<file path="config.mk">
export PLATFORM = sky130hd
export DESIGN_NAME = lcd_dma_axi_reader
export DESIGN_NICKNAME = d
export VERILOG_FILES = /design/src/rtl/lcd_dma_axi_reader.sv
export SDC_FILE = /design/constraint.sdc
export NUM_CORES = 1
export LEC_CHECK = 0
export ABC_AREA = 1
export CAP_MARGIN = 20
export CELL_PAD_IN_SITES_DETAIL_PLACEMENT = 1
export CELL_PAD_IN_SITES_GLOBAL_PLACEMENT = 2
export CORE_ASPECT_RATIO = 1.1
export CORE_MARGIN = 4
export CORE_UTILIZATION = 18
export DETAILED_ROUTE_END_ITERATION = 10
export PLACE_DENSITY = 0.85
export SKIP_CTS_REPAIR_TIMING = 1
export SYNTH_ARGS = -nofsm -noshare
export SYNTH_HDL_FRONTEND = slang
export SYNTH_SLANG_ARGS = --single-unit
</file>
<file path="constraint.sdc">
create_clock -name CLK -period 1.5 [get_ports CLK]
set_clock_uncertainty 0.05 [all_clocks]
set_input_delay 0.15 -clock CLK [delete_from_list [all_inputs] [get_ports CLK]]
set_output_delay 0.15 -clock CLK [all_outputs]
set_load 0.005 [all_outputs]
</file>
<file path="src/rtl/lcd_dma_axi_reader.sv">
// lcd_dma_axi_reader: turns DMA_START requests into fixed-length AXI3 read bursts and forwards beats to the LCD FIFO.
// Optional response/RLAST/alignment checking is enabled by defining LCD_DMA_AXI_CHECK_EN.
module lcd_dma_axi_reader #(
  parameter int         BURST_LEN = 8,
  parameter logic [3:0] AXI_CACHE = 4'b0011
) (
  input  logic        CLK,
  input  logic        RESET,
  input  logic [28:0] DMA_RD_ADDR,
  input  logic        DMA_START,
  output logic        DMA_READY,
  output logic [31:0] DMA_RD_DATA,
  output logic        DMA_RD_DATA_VALID,
  output logic        DMA_ERROR,
  output logic [31:0] M_AXI_ARADDR,
  output logic [3:0]  M_AXI_ARLEN,
  output logic [2:0]  M_AXI_ARSIZE,
  output logic [1:0]  M_AXI_ARBURST,
  output logic [3:0]  M_AXI_ARCACHE,
  output logic [2:0]  M_AXI_ARPROT,
  output logic        M_AXI_ARVALID,
  input  logic        M_AXI_ARREADY,
  input  logic [31:0] M_AXI_RDATA,
  input  logic [1:0]  M_AXI_RRESP,
  input  logic        M_AXI_RLAST,
  input  logic        M_AXI_RVALID,
  output logic        M_AXI_RREADY
);
  typedef enum logic [1:0] {IDLE, ADDR, DATA} state_t;
  state_t state, state_next;
  logic [3:0] cnt;
  logic start, beat, last;
  assign start = state == IDLE && DMA_START;
  assign beat = state == DATA && M_AXI_RVALID;
  assign last = cnt == 4'(BURST_LEN - 1);
  assign DMA_READY = state == IDLE;
  assign M_AXI_ARVALID = state == ADDR;
  assign M_AXI_RREADY = state == DATA;
  assign M_AXI_ARLEN = 4'(BURST_LEN - 1);
  assign M_AXI_ARSIZE = 3'b010;
  assign M_AXI_ARBURST = 2'b01;
  assign M_AXI_ARCACHE = AXI_CACHE;
  assign M_AXI_ARPROT = 3'b000;
  always_comb begin
    state_next = state;
    case (state)
      IDLE: state_next = DMA_START ? ADDR : IDLE;
      ADDR: state_next = M_AXI_ARREADY ? DATA : ADDR;
      DATA: state_next = (M_AXI_RVALID && last) ? IDLE : DATA;
      default: state_next = IDLE;
    endcase
  end
  always_ff @(posedge CLK) begin
    if (RESET) begin
      state <= IDLE;
      cnt <= '0;
      M_AXI_ARADDR <= '0;
      DMA_RD_DATA <= '0;
      DMA_RD_DATA_VALID <= 1'b0;
    end else begin
      state <= state_next;
      if (start) M_AXI_ARADDR <= {DMA_RD_ADDR, 3'b000};
      if (state == ADDR && M_AXI_ARREADY) cnt <= '0;
      else if (beat) cnt <= cnt + 4'd1;
      DMA_RD_DATA <= beat ? M_AXI_RDATA : '0;
      DMA_RD_DATA_VALID <= beat;
    end
  end
`ifdef LCD_DMA_AXI_CHECK_EN
  logic err, misalign;
  // a burst of BURST_LEN words must start on a BURST_LEN*4-byte boundary
  assign misalign = ({DMA_RD_ADDR, 3'b000} & 32'(BURST_LEN * 4 - 1)) != '0;
  always_ff @(posedge CLK) begin
    if (RESET) err <= 1'b0;
    else if ((beat && (M_AXI_RRESP != 2'b00 || M_AXI_RLAST != last)) || (start && misalign)) err <= 1'b1;
  end
  assign DMA_ERROR = err;
`else
  logic unused_chk;
  assign unused_chk = ^{M_AXI_RRESP, M_AXI_RLAST};
  assign DMA_ERROR = 1'b0;
`endif
endmodule

</file>
# After elaboration in Yosys (flattened, before gate mapping)
# Cells that the tools add are included.
# totals
reg_bits,68
latch_bits,0
ram_bits,0
mem_bits_ro,0
inputBits,69
output_inout_bits,85
word_cells,21
n_memories,0
# op_classes
addsub,1
n_mul,0
n_div,0
n_lt_le_gt_ge,0
eq_ne,3
shift,0
n_mux,4
bitwise_logic,1
reduce_logical,7
# op_table
op,n
$pmux W2 S3,1
$add A4 B1 Y4 const B,1
$eq A4 B3 Y1 const B,1
$logic_and A1 B1 Y1,4
$mux W2,2
$reduce_or A2 Y1,2
$eq A2 B1 Y1 const B,1
$eq A2 B2 Y1 const B,1
$logic_not A2 Y1,1
$mux W1,1
$not A1 Y1,1

# Depth between registers and ports, before layout
# depth
depth_word,4
mapped_depth,7
mapped_depth_nobuf,5

# Least setup slack after synthesis
# OpenSTA, ideal clock, no wires.
# synth_timing
path_type,register to register
startpoint,reg state[1]
endpoint,reg M_AXI_ARADDR[21]
setup_ns,0.116
arrival_time_ns,0.931
required_ns,1.334
slack_ns,0.403
path_stages_with_launch,8
n_path_buf,2
synth_period_minus_slack_ns,1.097
path_cell_list,dfxtp_1 > nor2_2 > nand2_1 > inv_2 > buf_6 > buf_6 > nor2_1 > nor2_1
# synth_via
elab_chain_len,2
# synth_rtl
element,line_no,source
from (decl),30,"state_t state, state_next;"
from (signal assigned),61,state <= state_next;
$logic_not A2 Y1,n/a,
net DMA_READY,11,"output logic DMA_READY,"
$logic_and A1 B1 Y1,33,assign start = state == IDLE && DMA_START;
to (signal assigned),62,"if (start) M_AXI_ARADDR <= {DMA_RD_ADDR, 3'b000};"
to (decl),15,"output logic [31:0] M_AXI_ARADDR,"
# The timed path passes the listed nets, and every way through them passes these cells.
# A chain may end at the register's enable or synchronous reset.

# Worst setup path after layout
# layout_timing
startpoint,reg DMA_RD_DATA[18]
endpoint,out DMA_RD_DATA[18]
# layout_rtl
element,line_no,source
from (decl),12,"output logic [31:0] DMA_RD_DATA,"
from (signal assigned),65,DMA_RD_DATA <= beat ? M_AXI_RDATA : '0;
# No word-level cell between the ends.

==> flow_summary.ini <==
[clock_network]
cts_tree = built
cts.reportedPaths.clkPinSlew_ns = 0.06
htreeDepth = 3
clock_path_buffers = 2
cts_sinks = 68
cts-root-buf = clkbuf_16
clock_latency_ns = 0.33
numCtsBuffers = 9

[critical_path]
cp-endpoint = DMA_RD_DATA[18]
slowest_stage = clkdlybuf4s50_1
worstReg2RegEnd = M_AXI_ARADDR[18]
path_max_fanout = 1
critical_path.endpoint_type = output port
crit_start = DMA_RD_DATA[18]
crit_buf_inv = 1
crit_chain = clkdlybuf4s50_1
critPathArrivalTime_ns = 1.20
rr_worst_depth = 6
cp.depth = 1
cpPeakStageDelay_ns = 0.51
r2r_slack_ns = 0.26
start_kind = register
r2r-start = state[0]
critical_path_class = register to output port
crit_family = buffers and inverters
worstPathRequired_ns = 1.30

[global_route]
grt_pass1_wl_um = 11700
gr-usage-all-layers = 0.100
grt_antenna_before_repair = 2
grt_max_degree = 34
grt_pass1_vias = 2364
grt-ovfl-total = 0

[floorplanning]
die_h_um = 129
dieArea_mm2 = 0.0151
core_area_mm2 = 0.0128
rows = 43
ios = 154
start_util = 0.186
die_w_um = 118

[synth]
ys_warn_count = 0
synth.ff_latch_count = 68
synth_cells = 290
seq_area_frac_synth = 0.573
yosysUniqueCellTypes = 20
avgSynthCellArea_um2 = 8.19
netlist_area_mm2 = 0.00238

[sta]
period_needed_ns = 1.40
rsz0062_at_grt = false
setup_viol = 0
timing.fmax_mhz = 714
hold_violations = 0
slew_viol_final = 0
min_period_over_period = 0.934

[finish]
layout.area.seq_mm2 = 0.00137
num_antenna_cells = 0
final_core_util = 0.328
final.fill_count = 1522
fin_nets = 496
drive_gt1_frac = 0.0789
layout_common_cells = clkdlybuf4s50_1 (127), nor2_1 (91), dfxtp_1 (66)
final_common_cell = clkdlybuf4s50_1
stdcell_area_mm2 = 0.00418
multiInputGateArea_um2 = 717
synthToLayoutAreaGrowth_pct = 76.0

[power]
clkPwrFrac = 0.493
switchingPower_uw = 1070
p_leak_uw = 0.00184
ir_drop_v = 0.000556
seq_power_share = 0.384
power_density_mw_per_mm2 = 1210
combPwrFrac = 0.123
swShare = 0.211
intPower_uw = 3990

[status]
status = finished, final reports clean

[drt]
vias = 2245
drtAntennaViolNets = 0
routedWlPerCell_um = 12.7
drc = 0
first_pass_iters = 6
wirelength_um = 7490
routed_via_density = 3.82
drt_iter0_drc = 106

[job]
drv_cap = 0

[place]
hpwlAfterDp_um = 5740
portBuffers = 130
dpl_cell_area_mm2 = 0.00380
gp_congestion = 0.695

[worst_hold_path]
min_path_type = input port to register
worstHoldPathCells = 3
power by group through the flow:
stage          Combinational [uW]  Sequential [uW]  Clock [uW]
6_report                      620             1940        2490
4_1_cts                       626             1940        2570
2_1_floorplan                 235             1980           0
3_5_place_dp                  622             1980           0
3_3_place_gp                  609             1980           0
5_1_grt                       688             1950        2660
sequential cells by signal (all words and copies together), names as in the netlist:
| register | count |
|---|---|
| state | 2 |
| DMA_RD_DATA_VALID | 1 |
| cnt | 4 |
| M_AXI_ARADDR | 29 |
| DMA_RD_DATA | 32 |
stage by stage:
step	power [uW]	instances	TNS (ns)	hold slack [ns]	setup WS, ns
after floorplan	2220	308	0	0.169	0.403
after global placement	2580	571	0	0.406	0.127
after detailed placement	2600	571	0	0.421	0.0905
after CTS	5140	587	-0.557	0.266	-0.233
after global routing	5300	588	0	0.281	0.0426
final	5050	588	0	0.284	0.0985
layout make-up:
class                           count  area share
Clock buffer                       12      0.0613
Sequential cell                    68       0.327
Timing Repair Buffer              139       0.335
Tap cell                          157      0.0470
Multi-Input combinational cell    168       0.171
Inverter                           40      0.0359
Clock inverter                      4      0.0227
Yosys cell counts:
cell type  number  share of area
a21oi_1         6          0.013
buf_4          23          0.073
ha_1            1         0.0053
or2_0           1         0.0026
buf_6           2         0.0095
o21ai_0        30          0.063
nand2_2         1         0.0026
nand4_1         1         0.0026
nor2_1         93           0.15
dfxtp_1        68           0.57
nand2_1        11          0.017
inv_2           3         0.0047
nand3_1         1         0.0021
buf_2           3         0.0063
conb_1          2         0.0032
xor2_1          1         0.0037
nand3_2         1         0.0042
nor2_2          1         0.0026
clkbuf_1        4         0.0063
inv_1          37          0.058
worst min-delay path by stage:
| stage | from | slack (ns) | to |
|---|---|---|---|
| final | M_AXI_RDATA[26] | 0.28 | DMA_RD_DATA[26] |
| after global routing | M_AXI_RDATA[17] | 0.28 | DMA_RD_DATA[17] |
| after CTS | M_AXI_RDATA[28] | 0.27 | DMA_RD_DATA[28] |
| after detailed placement | M_AXI_ARADDR[17] | 0.42 | M_AXI_ARADDR[17] |
| after global placement | cnt[3] | 0.41 | cnt[3] |
| after floorplan | RESET | 0.17 | state[0] |
cells by family (layout without fill, tap and decap cells):
kind of cell | after synthesis | in the layout | share of synthesized area
simple gates | 110 | 110 | 0.181
buf+inv | 72 | 195 | 0.158
flops | 68 | 68 | 0.573
compound gates | 36 | 36 | 0.0758
other cells | 2 | 20 | 0.00316
fa+ha+maj | 1 | 1 | 0.00527
xor+xnor | 1 | 1 | 0.00369
metal layers:
metal | GRT usage | wire, um
met5 | 0 | 34
met4 | 0.0476 | 142
met3 | 0.0690 | 987
met2 | 0.151 | 3170
met1 | 0.108 | 3150
No activity file was read; power rests on OpenSTA's default activity.
